--- config.mk ---
export PLATFORM = sky130hd
export DESIGN_NAME = rr_burst_arbiter
export DESIGN_NICKNAME = d
export VERILOG_FILES = /design/src/rtl/rr_burst_arbiter.sv
export SDC_FILE = /design/constraint.sdc
export NUM_CORES = 1
export LEC_CHECK = 0
export ABC_AREA = 0
export ABC_CLOCK_PERIOD_IN_PS = 2500
export CAP_MARGIN = 10
export CORE_MARGIN = 10
export CORE_UTILIZATION = 36
export CTS_CLUSTER_DIAMETER = 40
export CTS_CLUSTER_SIZE = 8
export DETAILED_ROUTE_END_ITERATION = 8
export PLACE_DENSITY = 0.86
export RECOVER_POWER = 25
export SETUP_SLACK_MARGIN = 0.02
export SLEW_MARGIN = 10
export SYNTH_ARGS = -nofsm -noshare
export SYNTH_HDL_FRONTEND = slang
export SYNTH_SLANG_ARGS = --single-unit
export TNS_END_PERCENT = 20
--- constraint.sdc ---
create_clock -name clk -period 2.5 [get_ports clk]
set_clock_uncertainty 0.15 [all_clocks]
set_input_delay 0.375 -clock clk [delete_from_list [all_inputs] [get_ports clk]]
set_output_delay 0.375 -clock clk [all_outputs]
set_load 0.005 [all_outputs]
--- src/rtl/rr_burst_arbiter.sv ---
// N-master round-robin arbiter with per-request burst length, slave backpressure and
// abort on request withdrawal, feeding a single downstream slave port.
module rr_burst_arbiter #(
   parameter int unsigned N      = 4,
   parameter int unsigned DATA_W = 8,
   parameter int unsigned LEN_W  = 4,
   localparam int unsigned SRC_W = $clog2(N)
) (
   input  logic                  clk,
   input  logic                  rst,
   input  logic [N-1:0]          req,
   input  logic [N*LEN_W-1:0]    len,
   input  logic [N*DATA_W-1:0]   data,
   output logic [N-1:0]          gnt,
   output logic                  s_valid,
   output logic [DATA_W-1:0]     s_data,
   output logic [SRC_W-1:0]      s_src,
   output logic                  s_last,
   input  logic                  s_rdy,
   output logic                  busy
);

   typedef enum logic [0:0] {StIdle, StBurst} state_e;

   state_e             state_q, state_d;
   logic [SRC_W-1:0]   src_q, src_d;
   logic [SRC_W-1:0]   ptr_q, ptr_d;
   logic [LEN_W-1:0]   beats_q, beats_d;
   logic [N-1:0]       gnt_q, gnt_d;

   logic [SRC_W-1:0]   pick;
   logic               pick_found;
   logic [SRC_W-1:0]   cand_idx;
   int unsigned        cand;
   logic [SRC_W-1:0]   src_inc;

   always_ff @(posedge clk) begin
      if (rst) begin
         state_q <= StIdle;
         src_q   <= '0;
         ptr_q   <= '0;
         beats_q <= '0;
         gnt_q   <= '0;
      end else begin
         state_q <= state_d;
         src_q   <= src_d;
         ptr_q   <= ptr_d;
         beats_q <= beats_d;
         gnt_q   <= gnt_d;
      end
   end

   always_comb begin
      // First requester at or above ptr, wrapping modulo N.
      pick       = '0;
      pick_found = 1'b0;
      cand       = 0;
      cand_idx   = '0;
      for (int unsigned k = 0; k < N; k++) begin
         cand     = (32'(ptr_q) + k) % N;
         cand_idx = SRC_W'(cand);
         if (!pick_found && req[cand_idx]) begin
            pick       = cand_idx;
            pick_found = 1'b1;
         end
      end

      src_inc = (src_q == SRC_W'(N - 1)) ? '0 : src_q + 1'b1;

      state_d = state_q;
      src_d   = src_q;
      ptr_d   = ptr_q;
      beats_d = beats_q;
      gnt_d   = gnt_q;

      unique case (state_q)
         StIdle: begin
            gnt_d = '0;
            if (pick_found) begin
               state_d = StBurst;
               src_d   = pick;
               beats_d = len[pick*LEN_W +: LEN_W];
               gnt_d   = N'(1) << pick;
            end
         end
         StBurst: begin
            if (!req[src_q]) begin
               state_d = StIdle;
               gnt_d   = '0;
               ptr_d   = src_inc;
            end else if (s_rdy) begin
               if (beats_q == '0) begin
                  state_d = StIdle;
                  gnt_d   = '0;
                  ptr_d   = src_inc;
               end else begin
                  beats_d = beats_q - 1'b1;
               end
            end
         end
         default: begin
            state_d = StIdle;
            gnt_d   = '0;
         end
      endcase
   end

   always_comb begin
      busy    = (state_q == StBurst);
      gnt     = gnt_q;
      s_src   = src_q;
      s_valid = busy && req[src_q];
      s_last  = s_valid && (beats_q == '0);
      // Data is muxed live from the granted master, not registered.
      s_data  = data[src_q*DATA_W +: DATA_W];
   end

endmodule

==> results.txt, run 1 <==
The commonest cells after synthesis are sky130_fd_sc_hd__nor2_1 (15), sky130_fd_sc_hd__dfxtp_1 (13), sky130_fd_sc_hd__a21oi_1 (11). For the initial antenna violation count, the log shows 0. In this run the remaining antenna-violating nets after routing total 0. The proportion of register bits with asynchronous set or reset after synthesis was 0; the worst stage delay on the critical path was 0.51 ns. The share of the synthesized area in compound gates (AO/OA/AOI/OAI) was 0.213. The layout cell share with drive strength beyond 1 was 0.193.

The post-synthesis adder-cell area fraction works out to 0.0225. On the critical path, the stage with the largest delay is an instance of sky130_fd_sc_hd__mux4_2. For the worst-skew pair, the clock arrives at the later sink with an insertion delay of 0.29 ns. The XOR/XNOR share of the synthesized area came out at 0.0158. For the final RePlAce weighted congestion, the log shows 0.902.

The sequential area share after synthesis was 0.234; the pre-CTS worst setup slack was -0.0549 ns. The run finished with clean final reports. The met2 usage was 0.285; the leakage power figure was 0.781 nW.

The part of the cycle the worst path needs works out to 0.962. Counting cells, the worst reg-to-reg path comes to 7. The first element of the critical path was s_src[0].

The total overflow left after global routing is 0. For the worst ir drop on vdd, the log shows 0.000254 V. Worst flop-to-flop path endpoint: beats_q[0].

For the area of all sequential standard cells, the log shows 260 um^2. The startpoint of the worst register-to-register path is ptr_q[0]. The final count of pins violating max slew came out at 0. The clock root buffer is sky130_fd_sc_hd__clkbuf_4. In this run the count of I/O pins placed on the die edge is 72.

In this run the deepest clock path goes through 2 buffers. The tools report the normalized max-slew margin as 0.637. The slew at the pin closest to its max-slew limit works out to 0.543 ns. The floorplan step set the die height to 75.6 um. The type of the most critical hold path is reg2reg. In this run the worst path has a maximum fanout of 12. The cell family contributing the most delay on the critical path is buffers and inverters. Averaged over all synthesized cells, the footprint is 9.66 um^2. Synthesis produced a netlist with a net count of 172. The number of antenna diodes in the final layout is 0. The worst hold path was traced through 2 stages. In this run the standard cell core region covers 0.00300 mm^2.

The run gives 255 as the number of nets in the final layout. The tools report the combined area of all synthesized cells as 0.00111 mm^2. The first detailed-routing pass ran for 4 iterations. For this run, the number of Yosys warnings is 0. The combinational family with the most area after synthesis was multiplexers. Clock-pin slew was measured on the worst setup and hold paths at 0.09 ns.

After global routing, the most crowded layer is met2. The met1 track demand over resource in global routing was 0.156. The initial DRC count came out at 56. For this run, design rule violations remaining after detail routing come to 0. For the worst setup path, the data required time is 1.98 ns. For hold timing, the worst endpoint is gnt[2].

The tools report the via count of the first global-routing pass as 1,285. Walking the worst path, the cells encountered are buf_8 -> mux4_2 -> clkdlybuf4s50_1. The number of enable flip-flop cells after synthesis was 0; the number of hold-slack violations in the final timing report was 0.

The routed design has 4400 um of wire. Synthesis produced 115 cells. Among all flip-flop cells after synthesis, the most frequent one is sky130_fd_sc_hd__dfxtp_1. The tools report the startpoint of the lowest-slack hold path as gnt[2]. The share of the synthesized area in the top cell type is 0.234.

For this design the ratio of total power to cell area is 420 mW/mm^2. Floorplan die width: 75.6 um. During placement, the flow inserted port buffers numbering 71. The tools report the final cell count without fillers as 230. The wire length per cell is 19.1 um. The worst setup path is captured at a primary output. Sorting the synthesized cells by area gives the leading types as sky130_fd_sc_hd__dfxtp_1 (23%), sky130_fd_sc_hd__mux4_2 (18%), sky130_fd_sc_hd__mux2i_1 (6.3%).

Across the run, the number of max-cap violations was 0. The maximum number of pins on one net before global-route repair is 16, and the area occupied by multi-input gates is 790 um^2. Setup violations remaining at the end of the flow were counted as 0. Compared with the post-synthesis result, the final layout area differs by 75.5%. Once the clock tree was built, the setup fixing pass inserted 0 buffers. TritonCTS built the clock tree. Using the TritonRoute via totals, the vias-per-cell ratio works out to 5.39.

The post-synthesis simple-gate area fraction was 0.195. Adding up every negative setup slack in the final design gives 0 ns. For the met3 track demand over resource, the log shows 0.0417.

Across all setup checks in the final design, the least slack found is 0.0956 ns. The logs give 0.370 for the effective utilization at floorplan and 3730 um for the HPWL reported at the end of detailed placement. The clock net in this run drives a total of 13 sinks. The mux cell area share after synthesis works out to 0.266. After clock tree synthesis, the flow added hold-fix buffers numbering 0. Number of standard-cell rows in the floorplan: 20.

The number of distinct library cells after synthesis was 45; the clock buffer count from CTS was 3. The cell area after layout was 0.00195 mm^2; the post-placement cell area was 0.00192 mm^2. The highest clock rate was 416 MHz. The run gives 1,239 as the routed via count. Yosys instantiated no cell more often than sky130_fd_sc_hd__nor2_1. The overall routing resource usage is 0.146. After layout, the minimum clock period comes to 2.40 ns.

The flip-flop and latch count after synthesis works out to 13. The critical path class was reg2out. Data on the critical path arrives at its endpoint at 1.88 ns. The layout has 246 filler cells.

The instance count after placement with tap cells included came out at 226. The launching element type of the critical path is a flop. The run gives 6410 um as the first-pass GRT wire length. Setup repair after global routing left no endpoint under its margin. The biggest area contributor in the post-synthesis netlist is sky130_fd_sc_hd__dfxtp_1. The flop-to-flop setup slack is 0.38 ns, and the H-tree depth is 1. Counting both buffers and inverters, the worst setup path holds a total of 2.

The die covers 0.00571 mm^2.
timing repair:
action / in CTS / in global routing
resized for setup: 3 / 2
endpoints found under the hold margin: 0 / 0
setup endpoints to repair: 2 / 8
gates cloned: 0 / 0
worst max-delay path by stage:
stage | cells past startpoint | to
after CTS | 3 | s_data[4]
after global placement | 4 | s_last
final | 3 | s_data[3]
after detailed placement | 4 | s_last
after floorplan | 7 | beats_q[0]
after global routing | 3 | s_data[3]
cell families (layout without fill, tap and decap cells):
| kind of cell | count (synthesis) | after routing |
|---|---|---|
| compound gates | 32 | 32 |
| xor+xnor | 2 | 2 |
| fa+ha+maj | 2 | 2 |
| buf+inv | 12 | 94 |
| flops | 13 | 13 |
| mux | 18 | 18 |
| simple gates | 36 | 36 |
placed cells by master (no fill, tap or decap), types with 2 or more instances in the layout:
master,n
sky130_fd_sc_hd__mux2_2,2
sky130_fd_sc_hd__nor3_1,3
sky130_fd_sc_hd__dfxtp_1,13
sky130_fd_sc_hd__clkbuf_4,3
sky130_fd_sc_hd__nand2_1,2
sky130_fd_sc_hd__dlygate4sd3_1,4
sky130_fd_sc_hd__a221o_1,2
sky130_fd_sc_hd__a22oi_1,3
sky130_fd_sc_hd__buf_4,11
sky130_fd_sc_hd__mux4_2,9
sky130_fd_sc_hd__nor2_1,15
sky130_fd_sc_hd__mux2i_1,7
sky130_fd_sc_hd__o31ai_1,2
sky130_fd_sc_hd__dlygate4sd2_1,3
sky130_fd_sc_hd__inv_1,6
sky130_fd_sc_hd__ha_1,2
sky130_fd_sc_hd__a211oi_1,2
sky130_fd_sc_hd__nand3_1,4
sky130_fd_sc_hd__clkdlybuf4s50_1,64
sky130_fd_sc_hd__a21oi_1,11
worst register-to-register path: cells and delay by family, from the launching register on:
family,cells,cell delay [ns]
AOI/OAI and AO/OA,3,0.54
DFF,1,0.50
and+or+nand+nor,2,0.33
buffers and inverters,2,0.50
report_power, final:
part	switching (mW)	internal, mW
Clock	0.0823	0.0596
Combinational	0.160	0.258
Sequential	0.0278	0.230
Total	0.271	0.548
stage by stage:
step	utilization	total power, mW	hold slack, ns
after floorplan	-	0.467	0.310
after global placement	0.640	0.668	0.323
after detailed placement	0.640	0.683	0.337
after CTS	0.648	0.820	0.359
after global routing	0.649	0.863	0.386
final	0.649	0.819	0.359
layer usage:
| layer | vias to the layer above | wire [um] |
|---|---|---|
| met5 | - | 0 |
| met4 | 0 | 0 |
| li1 | 605 | - |
| met2 | 40 | 2510 |
| met3 | 0 | 288 |
| met1 | 594 | 1610 |
state kept, by name, indices dropped and copies added (netlist names):
register  cells
beats_q       4
gnt           4
ptr_q         2
s_src         2
busy          1
area by class of cell:
cell class,instances,area share
Multi-Input combinational cell,90,0.405
Timing Repair Buffer,84,0.415
Clock buffer,3,0.0116
Tap cell,33,0.0212
Sequential cell,13,0.134
Inverter,6,0.0116
Clock inverter,1,0.00257
No activity file was read; power rests on OpenSTA's default activity.
==> run 2, diff against run 1 <==
CELL_PAD_IN_SITES_DETAIL_PLACEMENT = 2   (was default)
CELL_PAD_IN_SITES_GLOBAL_PLACEMENT = 2   (was default)
CORE_UTILIZATION = 19   (was 36)
PLACE_DENSITY = 0.84   (was 0.86)
==> run 2 against run 1 <==
Against the previous run: clock-buffer cell count is 1 higher; clock power rose by 45%; die area up 63%; worst setup slack gained 0.041 ns; final cell count grew 19%; largest power group unchanged.
==> results.txt, run 2 (synthesis gave the netlist of run 1 again) <==
The flop-to-flop setup slack is 0.40 ns (+0.02 ns). Leaving out fill and tap cells, the most frequent cell in the layout is sky130_fd_sc_hd__clkdlybuf4s50_1. For the sum of negative setup slack, the log shows 0 ns (unchanged). In this run the worst setup path terminates at s_data[3]. The highest clock rate was 423 MHz (+1.8%). For the cell area after layout, the log shows 0.00206 mm^2 (+5.5%). Compared with the post-synthesis result, the final layout area differs by 85.0%.

The number of hold-slack violations in the final timing report is 0 (unchanged). The worst reg2reg path depth came out at 7 (unchanged). First element of the critical path: s_src[0]. The number of top-level pins is 72 (unchanged), and the DRC violation count after routing is 0 (unchanged). The number of maximum-capacitance violations was 0 (unchanged); the HPWL reported at the end of detailed placement was 4440 um (+19%). The logs give 0.489 (-0.023) for the logic gate share of total power and 0.00931 mm^2 (+63%) for the die area. The final number of setup-violating endpoints is 0 (unchanged), and the aggregate global routing overflow is 0 (unchanged). The run gives 0.803 (-11%) as the final RePlAce weighted congestion. Startpoint of the worst register-to-register path: ptr_q[0]. The critical path is of the reg2out type. For the routed via count, the log shows 1,313 (+6.0%). The share of total power consumed by net switching was 0.320 (-0.0105); the post-layout minimum cycle time was 2.36 ns (-0.0414 ns).

The worst endpoint required time is 1.98 ns (about the same). For the number of standard-cell rows in the floorplan, the log shows 27 (+35%). Leakage power figure: 0.814 nW (+4.2%). In this run the most critical hold path is launched from gnt[3].

The logs give 0 (unchanged) for the initial antenna violation count and 1,475 (+15%) for the via count of the first global-routing pass. The effective utilization at floorplan came out at 0.199 (-0.171). The cell-internal power was 0.615 mW (+12%). The endpoint arrival time on the critical path was 1.84 ns (-0.04 ns); the clock buffer count from CTS was 3 (unchanged). For the overall routing resource usage, the log shows 0.113 (-0.0322). The worst ir drop on vdd was 0.000164 V (-35%). The flow ran to the end, and the final reports show no timing, DRC or antenna violations. The worst path setup slack after routing came out at 0.137 ns (+0.0414 ns).

The clock input transition at the sequential cells of the worst setup and hold paths was 0.06 ns (-0.03 ns); the pre-CTS worst setup slack was -0.0932 ns (-0.0382 ns). The clock sink count came out at 13 (unchanged). Setup repair after global routing left no endpoint under its margin.

The portion of total power attributed to sequential cells came out at 0.284 (-0.031). The maximum buffer depth of the clock tree was 2 (unchanged). For the number of post-CTS setup repair buffers, the log shows 0 (unchanged).

Power density normalized to cell area: 440 mW/mm^2 (+4.8%). The final cell count without fillers was 274 (+19%); the normalized max-slew margin was 0.618 (-0.0195). The tools report the instance count after placement with tap cells included as 270 (+19%). The slew at the pin closest to its max-slew limit was 0.572 ns (+0.0292 ns); the total core area was 0.00557 mm^2 (+86%).

The clock latency at the later pin of the worst-skew pair came out at 0.25 ns (-0.04 ns). The worst flop-to-flop path endpoint is beats_q[0]. The floorplan die width came out at 96.5 um (+28%). The first-pass iteration count of the detailed router is 4 (unchanged), and the filler cell count is 615 (+150%).

The type of the most critical hold path was reg2reg. Post-detailed-route via-to-cell ratio: 4.79 (-11%). The total wire length was 5270 um (+20%); the number of diodes was 0 (unchanged). Clock tree synthesis selected as its root buffer the cell sky130_fd_sc_hd__clkbuf_8.

In the layout the commonest cells are sky130_fd_sc_hd__clkdlybuf4s50_1 (65), sky130_fd_sc_hd__buf_4 (17), sky130_fd_sc_hd__nor2_1 (15). The H-tree depth is 1 (unchanged), and the height of the die is 96.5 um (+28%). Launching element type of the critical path: a flop. The logs give 0.00201 mm^2 (+4.5%) for the post-placement cell area and 0 (unchanged) for the count of antenna-violating nets left after detailed routing. The worst setup path is captured at a primary output. The layout cell share with drive strength beyond 1 came out at 0.218 (+0.0249). The number of nets in the final layout is 260 (+2.0%). The final count of pins violating max slew is 0 (unchanged), and the first-pass GRT wire length is 8110 um (+26%). Part of the total power dissipated in the clock network: 0.227 (+0.054).

Largest fanout on the critical path: 12 (unchanged). TritonCTS built the clock tree. The run gives 0.290 mW (+7.1%) as the switching power summed over all nets.

The count of port buffers added during placement was 71 (unchanged). The initial DRC count was 29 (-48%); the part of the cycle the worst path needs was 0.945 (-0.0166). The wire length per cell was 19.2 um (+0.45%). The maximum number of pins on one net before global-route repair was 16 (unchanged).
## run 2: cell types whose count changed in the layout (fill, tap and decap cells not counted), sizes merged
cell and delta:
clkdlybuf4s50 +1, dlygate4sd2 -1, buf +6, clkinv -1
## run 2: critical path, cell delays in order, from the launching register on
cell                              delay [ns]
sky130_fd_sc_hd__dfxtp_1                0.38
sky130_fd_sc_hd__buf_6                  0.21
sky130_fd_sc_hd__mux4_2                 0.50
sky130_fd_sc_hd__clkdlybuf4s50_1        0.49
## run 2: what timing repair did
item                       CTS  global route
hold buffers                 0             0
resized for setup            2             1
setup endpoints to repair    2             5
## run 2: final cells by class
class                      count  area [um^2]  area share
sequential                    13          260       0.127
inverter                       6         22.5      0.0110
clock buffer                   4         45.0      0.0219
multi-input combinational     90          791       0.385
timing repair buffer          89          847       0.412
tap                           72         90.1      0.0438
## run 2: per-layer routing
metal	vias to the layer above	share of wire	global-route usage	wire, um
met5	-	0	0	0
met4	0	0.024	0.0424	124
met3	9	0.036	0.0231	188
met2	27	0.57	0.213	2990
met1	659	0.37	0.121	1970
li1	618	-	-	-
## run 2: worst min-delay path by stage
stage / slack [ns] / cells after the start / endpoint
3_3_place_gp: 0.33 / 2 / gnt[1]
2_1_floorplan: 0.31 / 2 / beats_q[1]
3_5_place_dp: 0.35 / 2 / gnt[1]
4_1_cts: 0.36 / 2 / beats_q[1]
5_1_grt: 0.38 / 2 / gnt[2]
6_report: 0.34 / 2 / gnt[3]
## run 2: power by group through the flow
stage | clock, mW | combinational (mW) | sequential (mW)
4_1_cts | 0.214 | 0.450 | 0.257
5_1_grt | 0.219 | 0.486 | 0.260
2_1_floorplan | 0 | 0.214 | 0.254
3_5_place_dp | 0 | 0.448 | 0.262
3_3_place_gp | 0 | 0.436 | 0.260
6_report | 0.206 | 0.442 | 0.257
## run 2: stage by stage
step / hold slack, ns / total power, mW / utilization
6_report: 0.343 / 0.905 / 0.369
5_1_grt: 0.385 / 0.965 / 0.369
4_1_cts: 0.359 / 0.921 / 0.368
3_5_place_dp: 0.345 / 0.710 / 0.360
3_3_place_gp: 0.328 / 0.696 / 0.360
2_1_floorplan: 0.310 / 0.467 / -
